## config.mk

```make
export PLATFORM = sky130hd
export DESIGN_NAME = dmem_arbiter
export DESIGN_NICKNAME = d
export VERILOG_FILES = /design/src/rtl/dmem_arbiter.sv
export SDC_FILE = /design/constraint.sdc
export NUM_CORES = 1
export LEC_CHECK = 0
export BUFFER_PORTS_ARGS = -buffer_cell sky130_fd_sc_hd__buf_2
export CAP_MARGIN = 20
export CORE_AREA = 5 5 118 120
export CTS_CLUSTER_SIZE = 8
export DETAILED_ROUTE_END_ITERATION = 8
export DIE_AREA = 0 0 123 125
export GPL_TIMING_DRIVEN = 0
export PLACE_DENSITY = 0.73
export SLEW_MARGIN = 20
export SYNTH_ARGS = -nofsm -noshare
export SYNTH_HDL_FRONTEND = slang
export SYNTH_SLANG_ARGS = --single-unit
export TNS_END_PERCENT = 50
```

## constraint.sdc

```tcl
create_clock -name clk -period 4.53 [get_ports clk]
set_input_delay 0.453 -clock clk [delete_from_list [all_inputs] [get_ports clk]]
set_output_delay 0.453 -clock clk [all_outputs]
set_load 0.005 [all_outputs]
```

## src/rtl/dmem_arbiter.sv

```systemverilog
// Core/DMA arbiter for a single-port synchronous data SRAM: IDLE -> ISSUE -> RESP per access.
// Define ARB_STATS_EN to add saturating counters st_core, st_dma and st_conflict.
module dmem_arbiter #(
  parameter int ADDR_W     = 7,
  parameter int DATA_W     = 32,
  parameter int STARVE_MAX = 4
) (
  input  logic              clk,
  input  logic              rst,
  input  logic              c_req,
  input  logic              c_we,
  input  logic [ADDR_W-1:0] c_addr,
  input  logic [DATA_W-1:0] c_wdata,
  output logic [DATA_W-1:0] c_rdata,
  output logic              c_ack,
  output logic              c_stall,
  input  logic              d_req,
  input  logic              d_we,
  input  logic [ADDR_W-1:0] d_addr,
  input  logic [DATA_W-1:0] d_wdata,
  output logic [DATA_W-1:0] d_rdata,
  output logic              d_ack,
  output logic              m_cen,
  output logic              m_wen,
  output logic              m_oen,
  output logic [ADDR_W-1:0] m_a,
  output logic [DATA_W-1:0] m_d,
  input  logic [DATA_W-1:0] m_q
`ifdef ARB_STATS_EN
  ,
  output logic [15:0]       st_core,
  output logic [15:0]       st_dma,
  output logic [15:0]       st_conflict
`endif
);

  typedef enum logic [1:0] {IDLE, ISSUE, RESP} state_t;

  localparam logic [3:0] STARVE_LIM = 4'(STARVE_MAX);

  state_t            state, state_nxt;
  logic              grant_dma, grant_dma_nxt;
  logic [3:0]        starve_cnt, starve_nxt;
  logic              cen_nxt, wen_nxt, oen_nxt;
  logic              c_ack_nxt, d_ack_nxt;
  logic [ADDR_W-1:0] a_nxt;
  logic [DATA_W-1:0] d_nxt;
  logic [DATA_W-1:0] c_hold, d_hold;
  logic              pick_dma, sel_we, rd_resp;

  // DMA wins only when it is alone or the core has starved it STARVE_MAX times in a row.
  assign pick_dma = d_req & (~c_req | (starve_cnt == STARVE_LIM));
  assign sel_we   = pick_dma ? d_we : c_we;
  assign rd_resp  = (state == RESP) & ~m_oen;

  always_comb begin
    state_nxt     = state;
    grant_dma_nxt = grant_dma;
    starve_nxt    = starve_cnt;
    cen_nxt       = 1'b1;
    wen_nxt       = 1'b1;
    oen_nxt       = m_oen;
    a_nxt         = m_a;
    d_nxt         = m_d;
    c_ack_nxt     = 1'b0;
    d_ack_nxt     = 1'b0;
    case (state)
      IDLE: begin
        oen_nxt = 1'b1;
        if (c_req | d_req) begin
          grant_dma_nxt = pick_dma;
          cen_nxt       = 1'b0;
          wen_nxt       = ~sel_we;
          oen_nxt       = sel_we;
          a_nxt         = pick_dma ? d_addr : c_addr;
          d_nxt         = pick_dma ? d_wdata : c_wdata;
          if (pick_dma)
            starve_nxt = '0;
          else if (d_req && (starve_cnt < STARVE_LIM))
            starve_nxt = starve_cnt + 4'd1;
          state_nxt = ISSUE;
        end
      end
      ISSUE: begin
        c_ack_nxt = ~grant_dma;
        d_ack_nxt = grant_dma;
        state_nxt = RESP;
      end
      RESP: begin
        oen_nxt   = 1'b1;
        state_nxt = IDLE;
      end
      default: state_nxt = IDLE;
    endcase
  end

  // grant_dma resets to 1: the last grant is considered to have gone to the DMA port.
  always_ff @(posedge clk or posedge rst) begin
    if (rst) begin
      state      <= IDLE;
      grant_dma  <= 1'b1;
      starve_cnt <= '0;
      m_cen      <= 1'b1;
      m_wen      <= 1'b1;
      m_oen      <= 1'b1;
      m_a        <= '0;
      m_d        <= '0;
      c_ack      <= 1'b0;
      d_ack      <= 1'b0;
      c_hold     <= '0;
      d_hold     <= '0;
    end else begin
      state      <= state_nxt;
      grant_dma  <= grant_dma_nxt;
      starve_cnt <= starve_nxt;
      m_cen      <= cen_nxt;
      m_wen      <= wen_nxt;
      m_oen      <= oen_nxt;
      m_a        <= a_nxt;
      m_d        <= d_nxt;
      c_ack      <= c_ack_nxt;
      d_ack      <= d_ack_nxt;
      if (rd_resp && !grant_dma) c_hold <= m_q;
      if (rd_resp && grant_dma)  d_hold <= m_q;
    end
  end

  // Read data is forwarded straight from the SRAM during the ack cycle, then held.
  assign c_rdata = (c_ack & ~m_oen) ? m_q : c_hold;
  assign d_rdata = (d_ack & ~m_oen) ? m_q : d_hold;
  assign c_stall = c_req & ~c_ack;

`ifdef ARB_STATS_EN
  function automatic logic [15:0] sat_inc(input logic [15:0] v);
    return (v == 16'hFFFF) ? v : v + 16'd1;
  endfunction

  always_ff @(posedge clk or posedge rst) begin
    if (rst) begin
      st_core     <= '0;
      st_dma      <= '0;
      st_conflict <= '0;
    end else if (state == IDLE) begin
      if (c_req | d_req) begin
        if (pick_dma) st_dma  <= sat_inc(st_dma);
        else          st_core <= sat_inc(st_core);
      end
      if (c_req & d_req) st_conflict <= sat_inc(st_conflict);
    end
  end
`endif

endmodule

```

## Word-level counts from Yosys, hierarchy flattened

Index checks and enable logic that the tools add are counted.

| storage, ports and cells | value |
|---|---|
| bits in registers | 115 |
| input bits | 116 |
| output and inout port bits | 109 |
| logic and storage cells | 56 |

| operators by class | value |
|---|---|
| reduce and logical (&&, ||, !) cells | 9 |
| equal/unequal tests | 4 |
| muxes and demuxes | 17 |
| bitwise gates (word level) | 12 |
| magnitude comparators | 1 |
| add/sub/neg operators | 1 |

Operators with widths:

| operator | number |
|---|---|
| 2-to-1 mux 32 bit | 3 |
| 2-to-1 mux 1 bit | 8 |
| 2-to-1 mux 4 bit | 2 |
| 2-to-1 mux 7 bit | 1 |
| AND 1 bit | 5 |
| NOT 1 bit | 5 |
| adder 4 x 1 -> 4 bit, second input constant | 1 |
| equality test 4 x 3 -> 1 bit, second input constant | 1 |
| less-than comparator 4 x 3 -> 1 bit, second input constant | 1 |
| case mux 2 bit (2 select lines) | 1 |
| nonzero test 2 bit | 2 |
| logical AND 1 bit | 3 |
| AND reduction 3 bit | 1 |
| equality test 2 x 1 -> 1 bit, second input constant | 1 |
| equality test 2 bit, second input constant | 1 |
| logical NOT 2 bit | 1 |
| 2-to-1 mux 2 bit | 1 |
| inequality test 2 bit, second input constant | 1 |
| bitwise OR 1 bit | 2 |
| case mux 1 bit (2 select lines) | 1 |
| AND reduction 2 bit | 1 |
| logical NOT 1 bit | 1 |

## Longest topological paths before layout

Gate-level depths: netlist of the first run.

| logic depth | value |
|---|---|
| depth in word-level cells | 7 |
| depth in mapped cells | 8 |
| depth with buffers taken out | 6 |

## Worst setup path after synthesis of the first run

No wires, ideal clock.

| path | value |
|---|---|
| path type | register to output |
| start | reg m_oen |
| end | out c_rdata[10] |
| stages on the path, launching flop included | 5 |
| data arrival time | 1.325 ns |
| required time | 4.077 ns |
| path buffers | 1 |
| setup slack | 2.752 ns |
| cells stage by stage | dfstp_2 > inv_1 > nand2_1 > buf_2 > mux2_2 |

| on the way | value |
|---|---|
| word-level cells in the longest chain between the ends | 3 |

RTL lines:

| what | line | text |
|---|---|---|
| start, declared | 25 | `output logic m_oen,` |
| start signal, assigned | 118 | `m_oen <= oen_nxt;` |
| NOT 1 bit | 129 | `assign c_rdata = (c_ack & ~m_oen) ? m_q : c_hold;` |
| AND 1 bit | 129 |  |
| 2-to-1 mux 32 bit | 129 |  |
| end, declared | 14 | `output logic [DATA_W-1:0] c_rdata,` |

Every way passes these cells.

## Worst setup path in the final report of the first run

| path | value |
|---|---|
| start | reg m_oen |
| end | out c_rdata[30] |

Same word-level chain as after synthesis.

==> impl_metrics.py, run 1 <==
metrics = {
    "placed_design": {
        "gp_congestion": 0.849,
        "dp_hpwl_um": 10800,
        "portBuffers": 224,
        "numPlacedInstances": 871,
    },
    "grt": {
        "grt_pass1_vias": 4803,
        "grt_pass1_wl_um": 23500,
        "met1_usage": 0.237,
        "use_met3": 0.0587,
        "met2_usage": 0.314,
        "antenna_found_initial": 0,
        "grt_max_degree": 82,
        "grt_usage": 0.192,
        "overflow": 0,
        "grt-busiest-layer": "met2",
    },
    "clock_network": {
        "htreeDepth": 4,
        "numCtsBuffers": 17,
        "cts_tree": "yes",
        "clk_latency_ns": 0.40,
        "holdBufCountCts": 0,
        "clock_path_buffers": 2,
        "cts-resized-gates": 0,
        "clock-sinks": 115,
        "cts_root_buf": "clkbuf_16",
        "post-cts-setup-buffers": 0,
        "path_clk_slew_ns": 0.05,
    },
    "timing": {
        "min_period_over_period": 0.559,
        "slew_viol_final": 0,
        "worst_slew_pin_slew_ns": 0.511,
        "fin_skew_ns": 0.00700,
        "slew_headroom": 0.659,
        "hold_viol": 0,
        "rsz0062_at_grt": "no",
        "setup_violations": 0,
        "holdWs_ns": 0.0294,
        "layout_min_cycle_time_ns": 2.53,
        "fmax_mhz": 395,
        "setup-tns-final_ns": 0,
    },
    "power_and_ir_drop": {
        "power.leakage_nw": 3.76,
        "peakVddDrop_v": 0.000429,
        "power.total_mw": 5.00,
        "power_density_nw_per_um2": 670,
    },
    "layout": {
        "nets": 832,
        "drive_above_1_share": 0.572,
        "finalNonFillerCells": 903,
        "fin_util": 0.580,
        "nFillCells": 1109,
        "synthToLayoutAreaGrowth_pct": 35.8,
        "n_antenna_cell": 0,
    },
    "yosys": {
        "synth_top_area_cell": "dfrtp_1",
        "synth_warnings": 0,
        "yosysUniqueCellTypes": 31,
        "syn_area_per_cell_sq_um": 11.7,
        "seq_area_frac_synth": 0.524,
        "syn-num-nets": 588,
        "synthCells": 470,
        "synth-seq-cells": 115,
        "synth_area_leaders": "dfrtp_1 (50%), mux2_2 (24%), a21oi_1 (6.3%), mux2_1 (3.1%), nand2_1 (3.0%)",
        "yosysTopAreaCellShare": 0.505,
        "syn_area_sq_um": 5500,
    },
    "detailed_routing": {
        "totalWireLength_um": 14600,
        "first_iter_violations": 223,
        "ant_nets": 0,
        "dr.pass1.iters": 4,
        "drc": 0,
        "vias": 4510,
        "wl_per_cell_um": 16.1,
        "viasPerCell": 4.99,
    },
    "worst_setup_path": {
        "end_kind": "output port",
        "cp_max_fo": 10,
        "critPathKind": "flop to output port",
        "start_kind": "flop",
        "cp.arrival_ns": 2.08,
        "worstPathRequired_ns": 4.08,
    },
    "flow_run": {
        "drv_cap": 0,
    },
    "floorplan": {
        "io_pins": 225,
        "initial_core_util": 0.427,
        "core_sq_um": 12900,
        "die_y_um": 125,
        "dieArea_sq_um": 15400,
        "die_x_um": 123,
        "num_rows": 42,
    },
    "outcome": {
        "status": "completed",
    },
    "hold_path": {
        "hold_path.class": "input pin to asynchronous set/reset pin",
    },
}
[logic make-up after synthesis]
kind of cell | after synthesis | synth area share
AOI/OAI and AO/OA | 90 | 0.0944
DFF | 115 | 0.524
buffers and inverters | 39 | 0.0389
and+or+nand+nor | 94 | 0.0721
muxes | 130 | 0.266
adders and majority gates | 2 | 0.00455
[metal layers]
metal	wire length, um	vias to the layer above
li1	-	2120
met3	1240	23
met5	0	-
met4	307	0
met1	5970	2164
met2	7050	203
[final cells by class]
type / instances / area, sq um / area share
tap: 176 / 220 / 0.0295
clock buffer: 22 / 464 / 0.0621
clock inverter: 10 / 131 / 0.0176
buffer: 31 / 184 / 0.0246
sequential: 115 / 2880 / 0.386
timing repair buffer: 225 / 1150 / 0.154
inverter: 8 / 35.0 / 0.00469
multi-input combinational: 316 / 2400 / 0.322
[registers in the layout (all words and copies together) (netlist names)]
signal      cells
m_wen           1
starve_cnt      4
m_cen           1
m_d            32
grant_dma       1
d_ack           1
c_ack           1
m_oen           1
state           2
d_hold         32
m_a             7
c_hold         32
[power breakdown]
part | internal (mW) | total (mW) | switching, mW
combinational | 1.02 | 1.91 | 0.893
sequential | 1.50 | 1.76 | 0.252
clock | 0.889 | 1.34 | 0.447
total | 3.41 | 5.00 | 1.59
[cells in the final DEF, fill, tap and decap left out, types with 2 or more instances in the layout]
cell and instances:
inv_1 6, clkbuf_16 17, o21ai_0 3, buf_6 2, nor2b_1 3, clkbuf_1 4
nand2_1 44, dfrtp_1 111, clkbuf_8 2, bufinv_16 3, clkinv_2 5, ha_1 2
buf_4 8, mux2_1 15, a21oi_1 69, nor2_1 42, mux2_2 115, dfstp_2 4
buf_1 2, buf_2 242, a21oi_2 10
[metrics by stage]
stage          area (sq um)  setup slack [ns]
2_1_floorplan          5500              1.04
6_report               7470              2.00
3_5_place_dp           6880              2.39
5_1_grt                7470              1.86
3_3_place_gp           6840            -0.177
4_1_cts                7470              1.94
[cells in the mapped netlist (all sizes together)]
master,n
nor2b,3
clkbuf,1
a21o,1
o21ai,4
nor2,42
nand2,44
a2bb2oi,1
a22o,1
nor4bb,1
dfstp,4
mux2,130
inv,8
a31oi,1
ha,2
o21a,2
nor4,1
and3b,1
o41ai,1
and2,1
dfrtp,111
nor4b,1
a21oi,79
buf,30
[critical path, cell delays in order, from the launching register on]
cell     delay, ns
dfstp_2       0.59
inv_1         0.07
nand2_1       0.19
buf_2         0.32
mux2_2        0.38
buf_2         0.13
[worst paths after layout]
check / start / end / slack [ns] / depth (start not counted)
max: m_oen / c_rdata[30] / 2.00 / 5
min: rst / m_d[9] / 0.03 / 2
max in group asynchronous: rst / grant_dma / 3.80 / 3
min in group clk: c_wdata[16] / m_d[16] / 0.28 / 3
max reg2reg: starve_cnt[0] / m_d[5] / 2.66 / 7
min reg2reg: d_hold[25] / d_hold[25] / 0.48 / 1
No activity file was read; power rests on OpenSTA's default activity.
==> inputs of run 2 (changes only) <==
clock period = 2.5 ns   (was 4.53 ns; I/O delays follow)
==> impl_metrics.py, run 2 (synthesis results as in run 1) <==
metrics = {
    "outcome": {
        "status": "completed",
    },
    "placed_design": {
        "pre_cts_slack_ns": 0.546,
        "portBuffers": 224,
        "dp_hpwl_um": 11100,
        "postPlaceCellArea_sq_um": 6910,
        "gp_congestion": 0.834,
    },
    "flow_run": {
        "drv_cap": 0,
    },
    "power_and_ir_drop": {
        "p_seq_frac": 0.358,
        "p_comb_frac": 0.391,
        "power_density_nw_per_um2": 1190,
        "peakVddDrop_v": 0.000629,
        "intPower_mw": 6.04,
        "clock_power_share": 0.251,
        "power.leakage_nw": 3.75,
        "p_sw_frac": 0.318,
        "power.total_mw": 8.86,
        "switchingPower_mw": 2.82,
    },
    "layout": {
        "largestRegisters": "c_hold (32), d_hold (32), m_d (32)",
        "nFillCells": 1086,
        "final_cell_mix": "buf_2 (242), mux2_2 (115), dfrtp_1 (111), a21oi_1 (69), nand2_1 (44)",
        "fin_area_sq_um": 7470,
        "synthToLayoutAreaGrowth_pct": 35.7,
        "nets": 835,
        "drive_above_1_share": 0.569,
        "n_antenna_cell": 0,
        "fin_util": 0.580,
        "final_common_cell": "buf_2",
    },
    "grt": {
        "grt_usage": 0.191,
        "grt_pass1_vias": 4777,
        "antenna_found_initial": 0,
        "grt_max_degree": 35,
        "overflow": 0,
        "grt_pass1_wl_um": 23200,
    },
    "detailed_routing": {
        "totalWireLength_um": 14500,
        "drt-met1-wl_um": 5880,
        "vias": 4518,
        "first_iter_violations": 192,
        "drc": 0,
        "wl_per_cell_um": 16.0,
        "viasPerCell": 4.99,
        "ant_nets": 0,
        "dr.pass1.iters": 4,
        "wl_met2_um": 6910,
        "met3_length_um": 1210,
        "top_layer": "met4",
    },
    "worst_setup_path": {
        "critPathKind": "flop to output port",
        "timing.rr.end": "m_d[9]",
        "r2r_setup_slack_ns": 0.60,
        "slowest_stage": "dfstp_2",
        "path_cells": "inv_1 > nand2_1 > buf_2 > mux2_2 > buf_2",
        "r2r-start": "starve_cnt[0]",
        "start_kind": "flop",
        "worstPathRequired_ns": 2.25,
        "reg2reg_depth": 7,
        "path_delay_family": "flip-flops",
        "path_buf_inv": 3,
        "slowest_delay_ns": 0.59,
        "cp_common_cell": "buf_2",
        "cp.arrival_ns": 2.10,
        "end_kind": "output port",
        "cp_max_fo": 10,
    },
    "timing": {
        "worst_slew_pin_slew_ns": 0.621,
        "hold_viol": 0,
        "slew_viol_final": 0,
        "rsz0062_at_grt": "no",
        "fin_skew_ns": 0.00530,
        "slew_headroom": 0.585,
        "fmax_mhz": 426,
        "worst_slack_ns": 0.152,
        "setup-tns-final_ns": 0,
        "setup_violations": 0,
        "layout_min_cycle_time_ns": 2.35,
        "min_period_over_period": 0.939,
    },
    "clock_network": {
        "clock-sinks": 115,
        "post-cts-setup-buffers": 0,
        "path_clk_slew_ns": 0.05,
        "clk_latency_ns": 0.41,
        "cts_root_buf": "clkbuf_16",
        "htreeDepth": 4,
        "clock_path_buffers": 2,
        "numCtsBuffers": 17,
        "cts_tree": "yes",
    },
    "hold_path": {
        "hp-start": "c_wdata[15]",
        "whs_endpoint": "m_d[15]",
        "holdPathStages": 3,
        "hold_path.class": "input pin to flop",
    },
    "floorplan": {
        "die_y_um": 125,
        "dieArea_sq_um": 15400,
        "io_pins": 225,
        "initial_core_util": 0.427,
        "die_x_um": 123,
        "core_sq_um": 12900,
        "num_rows": 42,
    },
}
==> run 2: cell types whose count changed in the layout (fill, tap and decap cells not counted) <==
cell           before  now
buf_12              0    3
bufinv_16           3    1
clkbuf_1            4    6
clkbuf_8            2    4
buf_16              1    0
clkinv_2            5    4
clkinv_4            1    0
dlygate4sd3_1       0    1
inv_6               1    0
==> run 2: worst max-delay path by stage <==
| stage | startpoint | to | slack (ns) | cells after the start |
|---|---|---|---|---|
| global route | m_oen | c_rdata[17] | 0.05 | 5 |
| finish | m_oen | c_rdata[28] | 0.15 | 5 |
| global placement | rst | c_hold[26] | 0.17 | 2 |
| floorplan | rst | c_ack | 0.85 | 1 |
| CTS | m_oen | c_rdata[16] | 0.1 | 5 |
| detailed placement | m_oen | c_rdata[28] | 0.55 | 5 |
==> run 2: routing by layer <==
metal  vias to the layer above  global-route usage
li1                       2129                   -
met4                         0              0.0958
met2                       203               0.308
met3                        39              0.0628
met1                      2147               0.226
met5                         -                   0
==> run 2: repair_timing <==
item                                   4_1_cts  5_1_grt
gates resized for setup                      0        0
hold buffers                                 1        0
setup endpoints to repair                    0        0
endpoints found under the hold margin       23        0
==> run 2: layout make-up <==
| class | count | area (sq um) | area share |
|---|---|---|---|
| Multi-Input combinational cell | 316 | 2400 | 0.322 |
| Inverter | 8 | 33.8 | 0.00452 |
| Clock inverter | 5 | 50.0 | 0.00670 |
| Timing Repair Buffer | 228 | 1190 | 0.160 |
| Tap cell | 176 | 220 | 0.0295 |
| Buffer | 31 | 184 | 0.0246 |
| Clock buffer | 26 | 499 | 0.0669 |
| Sequential cell | 115 | 2880 | 0.386 |
==> run 2: stage by stage <==
stage          hold WS (ns)  instances
2_1_floorplan         0.352        470
4_1_cts              0.0539        905
3_3_place_gp          0.462        870
6_report             0.0751        905
5_1_grt              0.0612        905
3_5_place_dp          0.351        873
==> run 2: worst register-to-register path, delay by kind of cell, from the launching register on <==
kind            cells  cell delay [ns]
flops               1             0.35
fa+ha+maj           1             0.23
simple gates        2             0.41
compound gates      2             0.36
buf+inv             2             0.49
==> run 2: power groups by stage <==
stage	clock network [mW]	registers [mW]	logic (mW)
2_1_floorplan	0	3.13	2.06
3_3_place_gp	0	3.13	3.38
3_5_place_dp	0	3.18	3.48
4_1_cts	2.28	3.17	3.51
5_1_grt	2.38	3.27	3.81
6_report	2.22	3.17	3.46
==> inputs of run 3 (changes only) <==
CTS_BUF_LIST = sky130_fd_sc_hd__clkbuf_8   (was not set)
PLACE_DENSITY = 0.71   (was 0.73)
==> impl_metrics.py, run 3 (synthesis results as in run 1) <==
metrics = {
    "outcome": {
        "status": "completed",
    },
    "layout": {
        "n_antenna_cell": 0,
        "synthToLayoutAreaGrowth_pct": 33.2,
        "final_cell_mix": "buf_2 (242), mux2_2 (115), dfrtp_1 (111), a21oi_1 (69), nand2_1 (44)",
        "fin_area_sq_um": 7330,
        "finalNonFillerCells": 907,
        "drive_above_1_share": 0.573,
        "nets": 836,
        "final_common_cell": "buf_2",
        "largestRegisters": "c_hold (32), d_hold (32), m_d (32)",
    },
    "worst_setup_path": {
        "critPathKind": "flop to output port",
        "start_kind": "flop",
        "cp.arrival_ns": 2.12,
        "worstPathRequired_ns": 2.25,
        "cp_max_fo": 10,
        "path_cells": "inv_1 > nand2_1 > buf_2 > mux2_2 > buf_2",
        "slowest_stage": "dfstp_2",
        "slowest_delay_ns": 0.60,
        "cp_common_cell": "buf_2",
        "end_kind": "output port",
    },
    "clock_network": {
        "clock-sinks": 115,
        "clock_path_buffers": 2,
        "clk_latency_ns": 0.42,
        "cts-resized-gates": 0,
        "cts_root_buf": "clkbuf_8",
        "path_clk_slew_ns": 0.07,
        "htreeDepth": 4,
        "cts_tree": "yes",
        "numCtsBuffers": 17,
    },
    "grt": {
        "grt_pass1_vias": 4976,
        "grt_max_degree": 31,
        "antenna_found_initial": 0,
        "overflow": 0,
        "grt_pass1_wl_um": 23900,
        "grt_usage": 0.196,
    },
    "hold_path": {
        "hold_path.class": "input pin to flop",
    },
    "placed_design": {
        "pre_cts_slack_ns": 0.540,
        "numPlacedInstances": 874,
        "dp_hpwl_um": 11300,
        "postPlaceCellArea_sq_um": 6930,
        "gp_congestion": 0.876,
        "portBuffers": 224,
    },
    "power_and_ir_drop": {
        "peakVddDrop_v": 0.000564,
        "power.leakage_nw": 3.70,
        "power_density_nw_per_um2": 1130,
    },
    "detailed_routing": {
        "vias": 4546,
        "first_iter_violations": 218,
        "drc": 0,
        "viasPerCell": 5.01,
        "totalWireLength_um": 14700,
        "dr.pass1.iters": 4,
        "wl_per_cell_um": 16.3,
        "ant_nets": 0,
    },
    "timing": {
        "slew_viol_final": 0,
        "hold_viol": 0,
        "setup-tns-final_ns": 0,
        "layout_min_cycle_time_ns": 2.37,
        "min_period_over_period": 0.949,
        "worst_slack_ns": 0.128,
        "fmax_mhz": 422,
        "slew_headroom": 0.690,
        "setup_violations": 0,
        "fin_skew_ns": 0.00610,
        "rsz0062_at_grt": "no",
        "worst_slew_pin_slew_ns": 0.465,
    },
    "floorplan": {
        "die_x_um": 123,
        "io_pins": 225,
        "core_sq_um": 12900,
        "dieArea_sq_um": 15400,
        "num_rows": 42,
        "die_y_um": 125,
        "initial_core_util": 0.427,
    },
    "flow_run": {
        "drv_cap": 0,
    },
}
## run 3: cell count changes in the layout (fill, tap and decap cells not counted)
cell,delta
clkbuf_16,-17
clkinvlp_4,+2
clkinv_4,+1
inv_1,+3
clkbuf_8,+16
clkbuf_1,-5
buf_12,+1
bufinv_16,+1
## run 3: path summary, 6_finish.rpt
check / startpoint / endpoint / slack (ns) / cells past startpoint
min: c_wdata[28] / m_d[28] / 0.06 / 3
min in group asynchronous: rst / m_a[3] / 0.28 / 3
max in group asynchronous: rst / d_hold[30] / 1.40 / 6
min reg2reg: d_hold[27] / d_hold[27] / 0.49 / 1
max: m_oen / c_rdata[12] / 0.13 / 5
max reg2reg: starve_cnt[0] / m_d[6] / 0.63 / 7
## run 3: per-layer routing
metal | up-vias | global-route usage | routed length (um) | part of all wire
met4 | 0 | 0.0847 | 455 | 0.031
li1 | 2137 | - | - | -
met2 | 218 | 0.329 | 7120 | 0.48
met1 | 2155 | 0.228 | 5860 | 0.40
met5 | - | 0 | 0 | 0
met3 | 36 | 0.0650 | 1300 | 0.088
## run 3: final cells by class
cell class | instances | area (sq um)
Fill cell | 1120 | 5550
Clock buffer | 20 | 275
Inverter | 8 | 33.8
Timing Repair Buffer | 229 | 1210
Multi-Input combinational cell | 316 | 2400
Tap cell | 176 | 220
Clock inverter | 12 | 115
Buffer | 31 | 184
Sequential cell | 115 | 2880
## run 3: what timing repair did
item | CTS | global route
buffers inserted | 0 | 0
endpoints found under the hold margin | 30 | 0
hold buffers | 1 | 0
## run 3: where the power goes
group	switching (mW)	total, mW	internal (mW)
registers	0.458	3.18	2.72
clock network	0.727	1.68	0.948
logic	1.59	3.44	1.86
## run 3: through the flow
| step | hold WS (ns) | util | power [mW] |
|---|---|---|---|
| 3_3_place_gp | 0.462 | 0.532 | 6.52 |
| 4_1_cts | 0.00783 | 0.569 | 8.41 |
| 3_5_place_dp | 0.151 | 0.538 | 6.67 |
| 5_1_grt | 0.0187 | 0.569 | 8.94 |
| 6_report | 0.0573 | 0.569 | 8.30 |
| 2_1_floorplan | 0.352 | - | 5.19 |
## run 3: critical path, delay by kind of cell, from the launching register on
kind	cells	cell delay (ns)
flip-flops	1	0.60
buffers and inverters	3	0.52
multiplexers	1	0.38
AND/OR/NAND/NOR	1	0.20
